**src/rtl/gpu_pipelined_divider.sv**
```systemverilog
// Fully pipelined signed divider: abs/sign stage, BPS-bit restoring stages,
// then sign fix-up, saturation and divide-by-zero/overflow flags.
module gpu_pipelined_divider #(
  parameter int NUM_W    = 32,
  parameter int DEN_W    = 22,
  parameter int QUO_W    = 20,
  parameter int BPS      = 8,
  parameter int TAG_W    = 4,
  parameter int SATURATE = 1
) (
  input  logic             clock,
  input  logic             reset,
  input  logic             i_enable,
  input  logic             i_valid,
  input  logic [NUM_W-1:0] i_numerator,
  input  logic [DEN_W-1:0] i_denominator,
  input  logic [TAG_W-1:0] i_tag,
  output logic             o_valid,
  output logic [QUO_W-1:0] o_quotient,
  output logic [DEN_W-1:0] o_remainder,
  output logic [TAG_W-1:0] o_tag,
  output logic             o_divZero,
  output logic             o_overflow
);

  localparam int S = NUM_W / BPS;

  localparam logic [NUM_W-1:0] QMAG_POS = NUM_W'({(QUO_W-1){1'b1}});
  localparam logic [NUM_W-1:0] QMAG_NEG = QMAG_POS + NUM_W'(1);
  localparam logic [QUO_W-1:0] SAT_POS  = {1'b0, {(QUO_W-1){1'b1}}};
  localparam logic [QUO_W-1:0] SAT_NEG  = {1'b1, {(QUO_W-1){1'b0}}};

  if ((NUM_W % BPS) != 0 || DEN_W > NUM_W || QUO_W > NUM_W) begin : g_bad_params
    $error("gpu_pipelined_divider: illegal parameter combination");
  end

  // Stage k holds partial remainder r and the numerator/quotient shift word q.
  logic             v_q   [0:S];
  logic             v_d   [0:S];
  logic [DEN_W-1:0] r_q   [0:S];
  logic [DEN_W-1:0] r_d   [0:S];
  logic [NUM_W-1:0] q_q   [0:S];
  logic [NUM_W-1:0] q_d   [0:S];
  logic [DEN_W-1:0] d_q   [0:S-1];
  logic [DEN_W-1:0] d_d   [0:S-1];
  logic             sn_q  [0:S];
  logic             sn_d  [0:S];
  logic             neg_q [0:S];
  logic             neg_d [0:S];
  logic             dz_q  [0:S];
  logic             dz_d  [0:S];
  logic [TAG_W-1:0] tag_q [0:S];
  logic [TAG_W-1:0] tag_d [0:S];
  logic [DEN_W-1:0] nlo_q [0:S];
  logic [DEN_W-1:0] nlo_d [0:S];

  logic             out_valid_q, out_valid_d;
  logic [QUO_W-1:0] quo_q, quo_d;
  logic [DEN_W-1:0] rem_q, rem_d;
  logic [TAG_W-1:0] out_tag_q, out_tag_d;
  logic             dzf_q, dzf_d;
  logic             ovf_q, ovf_d;

  logic             in_sn;
  logic             in_sd;
  logic [NUM_W-1:0] qm;
  logic [QUO_W-1:0] q_lo;
  logic             ovf_raw;

  function automatic logic [DEN_W+NUM_W-1:0] div_stage(
    input logic [DEN_W-1:0] r_in,
    input logic [NUM_W-1:0] q_in,
    input logic [DEN_W-1:0] d
  );
    logic [DEN_W:0]   rs;
    logic [DEN_W-1:0] r;
    logic [NUM_W-1:0] q;
    r = r_in;
    q = q_in;
    for (int b = 0; b < BPS; b++) begin
      rs = {r, q[NUM_W-1]};
      q  = {q[NUM_W-2:0], 1'b0};
      if (rs >= {1'b0, d}) begin
        rs   = rs - {1'b0, d};
        q[0] = 1'b1;
      end
      r = rs[DEN_W-1:0];
    end
    return {r, q};
  endfunction

  always_comb begin
    v_d   = v_q;
    r_d   = r_q;
    q_d   = q_q;
    d_d   = d_q;
    sn_d  = sn_q;
    neg_d = neg_q;
    dz_d  = dz_q;
    tag_d = tag_q;
    nlo_d = nlo_q;
    in_sn = i_numerator[NUM_W-1];
    in_sd = i_denominator[DEN_W-1];
    if (i_enable) begin
      v_d[0]   = i_valid;
      r_d[0]   = '0;
      q_d[0]   = in_sn ? -i_numerator : i_numerator;
      d_d[0]   = in_sd ? -i_denominator : i_denominator;
      sn_d[0]  = in_sn;
      neg_d[0] = in_sn ^ in_sd;
      dz_d[0]  = (i_denominator == '0);
      tag_d[0] = i_tag;
      nlo_d[0] = i_numerator[DEN_W-1:0];
      for (int k = 1; k <= S; k++) begin
        {r_d[k], q_d[k]} = div_stage(r_q[k-1], q_q[k-1], d_q[k-1]);
        if (k < S) d_d[k] = d_q[k-1];
        v_d[k]   = v_q[k-1];
        sn_d[k]  = sn_q[k-1];
        neg_d[k] = neg_q[k-1];
        dz_d[k]  = dz_q[k-1];
        tag_d[k] = tag_q[k-1];
        nlo_d[k] = nlo_q[k-1];
      end
    end
  end

  // Overflow is judged on the full NUM_W-bit magnitude before truncation.
  always_comb begin
    qm          = q_q[S];
    ovf_raw     = neg_q[S] ? (qm > QMAG_NEG) : (qm > QMAG_POS);
    q_lo        = neg_q[S] ? -qm[QUO_W-1:0] : qm[QUO_W-1:0];
    out_valid_d = out_valid_q;
    quo_d       = quo_q;
    rem_d       = rem_q;
    out_tag_d   = out_tag_q;
    dzf_d       = dzf_q;
    ovf_d       = ovf_q;
    if (i_enable) begin
      out_valid_d = v_q[S];
      out_tag_d   = tag_q[S];
      if (dz_q[S]) begin
        quo_d = sn_q[S] ? SAT_NEG : SAT_POS;
        rem_d = nlo_q[S];
        dzf_d = v_q[S];
        ovf_d = 1'b0;
      end else begin
        if (ovf_raw && SATURATE != 0) quo_d = neg_q[S] ? SAT_NEG : SAT_POS;
        else quo_d = q_lo;
        rem_d = sn_q[S] ? -r_q[S] : r_q[S];
        dzf_d = 1'b0;
        ovf_d = v_q[S] & ovf_raw;
      end
    end
  end

  always_ff @(posedge clock or posedge reset) begin
    if (reset) begin
      for (int k = 0; k <= S; k++) begin
        v_q[k]   <= 1'b0;
        r_q[k]   <= '0;
        q_q[k]   <= '0;
        sn_q[k]  <= 1'b0;
        neg_q[k] <= 1'b0;
        dz_q[k]  <= 1'b0;
        tag_q[k] <= '0;
        nlo_q[k] <= '0;
      end
      for (int k = 0; k < S; k++) d_q[k] <= '0;
      out_valid_q <= 1'b0;
      quo_q       <= '0;
      rem_q       <= '0;
      out_tag_q   <= '0;
      dzf_q       <= 1'b0;
      ovf_q       <= 1'b0;
    end else begin
      v_q         <= v_d;
      r_q         <= r_d;
      q_q         <= q_d;
      d_q         <= d_d;
      sn_q        <= sn_d;
      neg_q       <= neg_d;
      dz_q        <= dz_d;
      tag_q       <= tag_d;
      nlo_q       <= nlo_d;
      out_valid_q <= out_valid_d;
      quo_q       <= quo_d;
      rem_q       <= rem_d;
      out_tag_q   <= out_tag_d;
      dzf_q       <= dzf_d;
      ovf_q       <= ovf_d;
    end
  end

  assign o_valid     = out_valid_q;
  assign o_quotient  = quo_q;
  assign o_remainder = rem_q;
  assign o_tag       = out_tag_q;
  assign o_divZero   = dzf_q;
  assign o_overflow  = ovf_q;

endmodule

```
**config.mk**
```make
export PLATFORM = sky130hd
export DESIGN_NAME = gpu_pipelined_divider
export DESIGN_NICKNAME = d
export VERILOG_FILES = /design/src/rtl/gpu_pipelined_divider.sv
export SDC_FILE = /design/constraint.sdc
export NUM_CORES = 2
export LEC_CHECK = 0
export BUFFER_PORTS_ARGS = -buffer_cell sky130_fd_sc_hd__buf_2
export CELL_PAD_IN_SITES_DETAIL_PLACEMENT = 0
export CELL_PAD_IN_SITES_GLOBAL_PLACEMENT = 2
export CORE_MARGIN = 3
export CORE_UTILIZATION = 44
export CTS_CLUSTER_DIAMETER = 200
export CTS_CLUSTER_SIZE = 28
export DETAILED_ROUTE_END_ITERATION = 8
export MAX_ROUTING_LAYER = met4
export PLACE_DENSITY_LB_ADDON = 0.1
export SLEW_MARGIN = 20
export SYNTH_ARGS = -nofsm -noshare
export SYNTH_HDL_FRONTEND = slang
export SYNTH_SLANG_ARGS = --single-unit
```
**constraint.sdc**
```tcl
create_clock -name clock -period 41.7 [get_ports clock]
set_input_delay 0 -clock clock [delete_from_list [all_inputs] [get_ports clock]]
set_output_delay 0 -clock clock [all_outputs]
set_load 0.005 [all_outputs]
```
Yosys cells after proc, flatten, opt, wreduce, memory -nomap -nowiden
Index checks and enable logic that the tools add are counted.
{ "totals": {"memories": 0, "latchBits": 0, "ram_bits": 0, "out_inout_bits": 49, "inputBits": 62, "mem_bits_ro": 0, "regBits": 535, "elab_cells": 226} }
{ "classes": {"eq_ne": 0, "muxes": 104, "magnitude_cmp": 34, "n_reduce_logical": 1, "div_mod_pow": 0, "mul": 0, "add_sub_neg": 36, "n_shift": 0, "n_bitwise": 2} }
{ "op_table": {"columns": ["operator", "count"], "rows": [
  ["2-to-1 mux 22 bit", 63],
  ["greater-or-equal comparator 23 x 22 -> 1 bit", 31],
  ["subtractor 22 bit", 31],
  ["2-to-1 mux 20 bit", 5],
  ["negator 22 bit", 2],
  ["2-to-1 mux 1 bit", 35],
  ["greater-than comparator 32 x 19 -> 1 bit (second input constant)", 1],
  ["greater-than comparator 32 x 20 -> 1 bit (second input constant)", 1],
  ["2-to-1 mux 32 bit", 1],
  ["negator 32 bit", 1],
  ["greater-or-equal comparator 1 x 22 -> 1 bit", 1],
  ["logical NOT 22 bit", 1],
  ["subtractor 1 x 22 -> 22 bit", 1],
  ["negator 20 bit", 1],
  ["bitwise AND 1 bit", 1],
  ["bitwise XOR 1 bit", 1]
]} }

Depth between registers and ports, before layout
{ "logic_depth": {"word_depth": 23, "depth_mapped": 112} }

Least setup slack after synthesis
Ideal clock, no wire load.
{ "synth_path": {"path_kind": "register to register", "startpoint": "register d_q[23] in the netlist's numbering", "endpoint": "register r_q[31] in the netlist's numbering", "setup_ns": 0.137, "slack_ns": 17.973, "path_stages_with_launch": 105, "t_required_ns": 41.563, "arrival_ns": 23.590, "path_buffers": 13, "path_cell_list": "dfrtp_1 -> inv_1 -> ha_1 -> nor2b_1 -> o31a_1 -> o311ai_1 -> a311o_1 -> nand2_1 -> buf_1 -> buf_1 -> a21oi_1 -> ha_1 -> clkbuf_1 -> a21oi_1 -> o21ai_0 -> a311o_1 -> a211oi_1 -> o21bai_1 -> [69 not listed] -> buf_2 -> mux2_2 -> ha_1 -> o21ai_0 -> a21boi_0 -> o21ai_0 -> a21boi_0 -> o21ai_0 -> a21boi_0 -> o21ai_0 -> a21oi_1 -> a211oi_1 -> o21bai_1 -> a211oi_1 -> mux2i_2 -> buf_2 -> mux2i_1 -> a21oi_1"} }
{ "synth_via": {"elab_chain_cells": 23, "word_cells_on_any_way": 31} }
{ "synth_rtl": {"columns": ["item", "line_no", "source"], "rows": [
  ["from (decl)", "44", "logic [DEN_W-1:0] d_q [0:S-1];"],
  ["from (signal assigned)", "179", "d_q <= d_d;"],
  ["subtractor 22 bit or greater-or-equal comparator 23 x 22 -> 1 bit (tied branches)", "84, 83", null],
  ["2-to-1 mux 22 bit", "83", "if (rs >= {1'b0, d}) begin"],
  ["2-to-1 mux 22 bit", "104", "if (i_enable) begin"],
  ["subtractor 22 bit or greater-or-equal comparator 23 x 22 -> 1 bit (tied branches)", "84, 83", null],
  ["2-to-1 mux 22 bit", "83", null],
  ["2-to-1 mux 22 bit", "104", null],
  ["subtractor 22 bit or greater-or-equal comparator 23 x 22 -> 1 bit (tied branches)", "84, 83", null],
  ["2-to-1 mux 22 bit", "83", null],
  ["[7 not listed]", null, null],
  ["subtractor 22 bit or greater-or-equal comparator 23 x 22 -> 1 bit (tied branches)", "84, 83", null],
  ["2-to-1 mux 22 bit", "83", null],
  ["2-to-1 mux 22 bit", "104", null],
  ["subtractor 22 bit or greater-or-equal comparator 23 x 22 -> 1 bit (tied branches)", "84, 83", null],
  ["2-to-1 mux 22 bit", "83", null],
  ["2-to-1 mux 22 bit", "104", null],
  ["subtractor 22 bit or greater-or-equal comparator 23 x 22 -> 1 bit (tied branches)", "84, 83", null],
  ["2-to-1 mux 22 bit *", "83", null],
  ["to (signal assigned)", "177", "r_q <= r_d;"],
  ["to (decl)", "40", "logic [DEN_W-1:0] r_q [0:S];"]
]} }
Mark *: on every way between the ends. The rest lies on a longest branch, timed or not. The select of a mux whose other input is x is not followed.
A chain may end at the register's enable or synchronous reset.

Worst setup path in the final report
{ "layout_path": {"startpoint": "register d_q[42] in the netlist's numbering", "endpoint": "register r_q[36] in the netlist's numbering"} }
{ "layout_via": {"elab_chain_cells": 23, "word_cells_on_any_way": 31} }
{ "layout_rtl": {"columns": ["item", "line_no"], "rows": [
  ["subtractor 22 bit or greater-or-equal comparator 23 x 22 -> 1 bit (tied branches)", "84, 83"],
  ["2-to-1 mux 22 bit", "83"],
  ["2-to-1 mux 22 bit", "104"],
  ["subtractor 22 bit or greater-or-equal comparator 23 x 22 -> 1 bit (tied branches)", "84, 83"],
  ["2-to-1 mux 22 bit", "83"],
  ["2-to-1 mux 22 bit", "104"],
  ["greater-or-equal comparator 23 x 22 -> 1 bit or subtractor 22 bit (tied branches)", "83, 84"],
  ["2-to-1 mux 22 bit", "83"],
  ["[7 not listed]", null],
  ["subtractor 22 bit or greater-or-equal comparator 23 x 22 -> 1 bit (tied branches)", "84, 83"],
  ["2-to-1 mux 22 bit", "83"],
  ["2-to-1 mux 22 bit", "104"],
  ["subtractor 22 bit or greater-or-equal comparator 23 x 22 -> 1 bit (tied branches)", "84, 83"],
  ["2-to-1 mux 22 bit", "83"],
  ["2-to-1 mux 22 bit", "104"],
  ["subtractor 22 bit or greater-or-equal comparator 23 x 22 -> 1 bit (tied branches)", "84, 83"],
  ["2-to-1 mux 22 bit *", "83"]
]} }
Marked as above.

==> flow_summary.yaml <==
critical_path:
  path_class: "flip-flop to flip-flop"
  crit_cells: 97
  cp_slowest_stage_delay_ns: 0.79
  setup.worst_path.end: "r_q[36]$_DFFE_PP0P_"
  r2r_start: "d_q[42]$_DFFE_PP0P_"
  critPathLaunchType: "flip-flop"
  cp_slowest_cell: "a2111oi_1"
  setup.worst_path.start: "d_q[42]$_DFFE_PP0P_"
  r2r-end: "r_q[36]$_DFFE_PP0P_"
  r2r_cells: 97
  crit_arrival_ns: 29.71
  critPathMostFrequentCell: "o21ai_0"
  cp_data_required_time_ns: 42.18
  cpLargestDelayFamily: "compound AO/OA/AOI/OAI gates"
  cp_max_fo: 31
  cp.buffers_inverters: 7
  reg2reg_slack_ns: 12.47
  end_kind: "flip-flop"
grt:
  grt_pass1_vias: 53800
  grt_pass1_wl_um: 330000
  grt.overflow.total: 0
  grt_start_max_net_pins: 219
  antenna_found_initial: 10
  track_usage_pct: 29.5
floorplanning:
  rows: 137
  core_sq_mm: 0.140
  fp.dieH_um: 381
  start_util_pct: 44.4
  io_pins: 111
  die_area_sq_mm: 0.145
  die_w_um: 381
logic_synthesis:
  synth-edff-count: 0
  seq_area_frac_synth_pct: 21.4
  synth_top_cells_by_area: "dfrtp_1 21%, ha_1 14%, mux2_2 10%, a21oi_1 5.1%, xnor2_1 5.1%"
  postSynth.asyncResetShare_pct: 100
  avgSynthCellArea_sq_um: 8.35
  yosysUniqueCellTypes: 101
  synth.net_count: 8211
  syn_inst: 7430
  syn_area_sq_mm: 0.0620
  synth_top_area_share_pct: 21.4
  synth-seq-cells: 531
  yosysTopAreaCell: "dfrtp_1"
  yosys_warnings: 0
  synth_flop_cell: "dfrtp_1"
clock_tree:
  cts_setup_buffers: 0
  cts-root-buf: "clkbuf_16"
  clk_pin_slew_ns: 0.12
  clockBufferDepth: 3
  htreeDepth: 1
  cts_inserted_buffers: 23
  cts_tree: "yes"
  clock_sinks: 531
  clkLatencyLatePin_ns: 0.67
route:
  routed_wl_um: 217000
  firstDrtPassIters: 5
  via_per_inst: 6.02
  antenna_left: 0
  vias: 56700
  wl_per_cell_um: 23.0
  drt_iter0_drc: 4251
  drc_errors: 0
placement:
  dpl.hpwl_um: 170000
  port_buffers: 110
  place_ws_ns: 12.87
  gp_congestion: 0.923
timing:
  fmax_mhz: 34.2
  max_slew_margin_pct: 11.5
  rsz0062_at_grt: "no"
  fin_ws_ns: 12.47
  tns_ns: 0
  period_share_pct: 70.1
  clock_skew_ns: 0.0774
  finalHoldViolations: 0
  final-max-slew-violation-count: 0
  worst_slew_pin_slew_ns: 1.31
  fin_crit_ns: 29.23
  setup_viol: 0
finish:
  fin_nets: 8308
  seqCellArea_sq_mm: 0.0133
  n_fill_cell: 13800
  multiInputGateArea_sq_mm: 0.0465
  drive_gt1_share_pct: 12.3
  syn2layout_area_growth_pct: 7.20
job:
  maxCapViolCount: 0
outcome:
  status: "finished clean"
min_path:
  hp-class: "input port to async pin"
## layout by cell type (no fill, tap or decap), types with 26 or more instances in the layout
master	n
a211o_1	31
a211oi_1	75
a21boi_0	40
a21o_1	215
a21oi_1	626
a221o_1	26
a31oi_1	71
and2_1	40
and3_1	67
buf_2	109
buf_4	99
dfrtp_1	530
dlygate4sd3_1	85
fa_1	31
ha_1	688
inv_1	359
mux2_2	552
mux2i_1	124
nand2_1	549
nand2b_1	101
nand3_1	141
nand4_1	107
nor2_1	579
nor2b_1	94
nor3_1	146
nor4_1	35
o211ai_1	39
o21a_1	114
o21ai_0	565
o21bai_1	78
o221ai_1	27
o31ai_1	64
or2_2	43
or3_1	74
xnor2_1	358
xor2_1	215
## kinds of logic (layout without fill, tap and decap cells)
family          count (synthesis)  after routing  share of synthesized area (%)
compound gates               2265           2265                           23.7
simple gates                 2066           2066                           16.0
fa+ha+maj                     719            719                           14.9
mux                           684            684                           12.2
buf+inv                       592            692                           3.68
xor+xnor                      573            573                           8.09
flops                         531            531                           21.4
other cells                     0              5                              0
## cell usage after synthesis, types with 107 or more instances
library cell	n
a21oi_1	627
nor3_1	146
ha_1	688
nand2_1	549
o21a_1	114
xor2_1	215
clkbuf_1	176
a21o_1	215
nor2_1	580
inv_1	361
nand4_1	107
mux2_2	552
nand3_1	141
mux2i_1	125
o21ai_0	565
dfrtp_1	531
xnor2_1	358
## how the worst min path moves through the flow
| stage | cells past startpoint | to | startpoint |
|---|---|---|---|
| after floorplan | 1 | tag_q[18]$_DFFE_PP0P_ | i_tag[2] |
| after global placement | 2 | q_q[36]$_DFFE_PP0P_ | reset |
| after detailed placement | 2 | q_q[53]$_DFFE_PP0P_ | reset |
| after CTS | 3 | q_q[53]$_DFFE_PP0P_ | reset |
| after global routing | 3 | q_q[53]$_DFFE_PP0P_ | reset |
| final | 3 | q_q[53]$_DFFE_PP0P_ | reset |
## worst min-delay path, stage by stage
cell and delay, ns:
dlygate4sd3_1 0.53, buf_2 0.15, inv_8 0.46
## sequential cells by signal, indices dropped and copies added, names as in the netlist, 4 cells and up
signal and cells:
qm 32, tag_q 20, o_tag 4, sn_q 5, d_q 88, o_quotient 20, dz_q 5, v_q 5
r_q 88, q_q 128, nlo_q 106, neg_q 5, o_remainder 22
## timing repair
item	in CTS	in global routing
setup endpoints to repair	0	0
endpoints found under the hold margin	218	0
resized for setup	0	0
hold buffers	85	0
## stage by stage
step           instances  hold slack (ns)  area [sq um]  utilization (%)
4_1_cts             9405           0.0384         66400             47.5
5_1_grt             9410           0.0781         66500             47.6
3_5_place_dp        9292            0.208         64900             46.5
2_1_floorplan       7430            0.152         62000                -
6_report            9411           0.0234         66500             47.6
3_3_place_gp        9291            0.185         64900             46.5
## layer usage
| layer | track usage, % | part of all wire (%) | vias up | routed length (um) |
|---|---|---|---|---|
| met5 | - | 0 | - | 0 |
| met4 | 5.46 | 2.1 | 0 | 4620 |
| met3 | 2.03 | 3.9 | 211 | 8380 |
| met2 | 47.1 | 46 | 1250 | 98800 |
| met1 | 41.4 | 48 | 27600 | 105000 |
| li1 | - | - | 27600 | - |
## cell type report
| class | count | share of cell area (%) |
|---|---|---|
| clock buffer | 24 | 0.871 |
| inverter | 363 | 2.06 |
| multi-input combinational | 6307 | 70.0 |
| sequential | 531 | 20.0 |
| clock inverter | 4 | 0.0903 |
| timing repair buffer | 301 | 3.46 |
| tap | 1876 | 3.53 |
| antenna | 5 | 0.0188 |
Power is not shown: default switching activity piles up to over one toggle a cycle in this logic, so the estimate is an artifact.
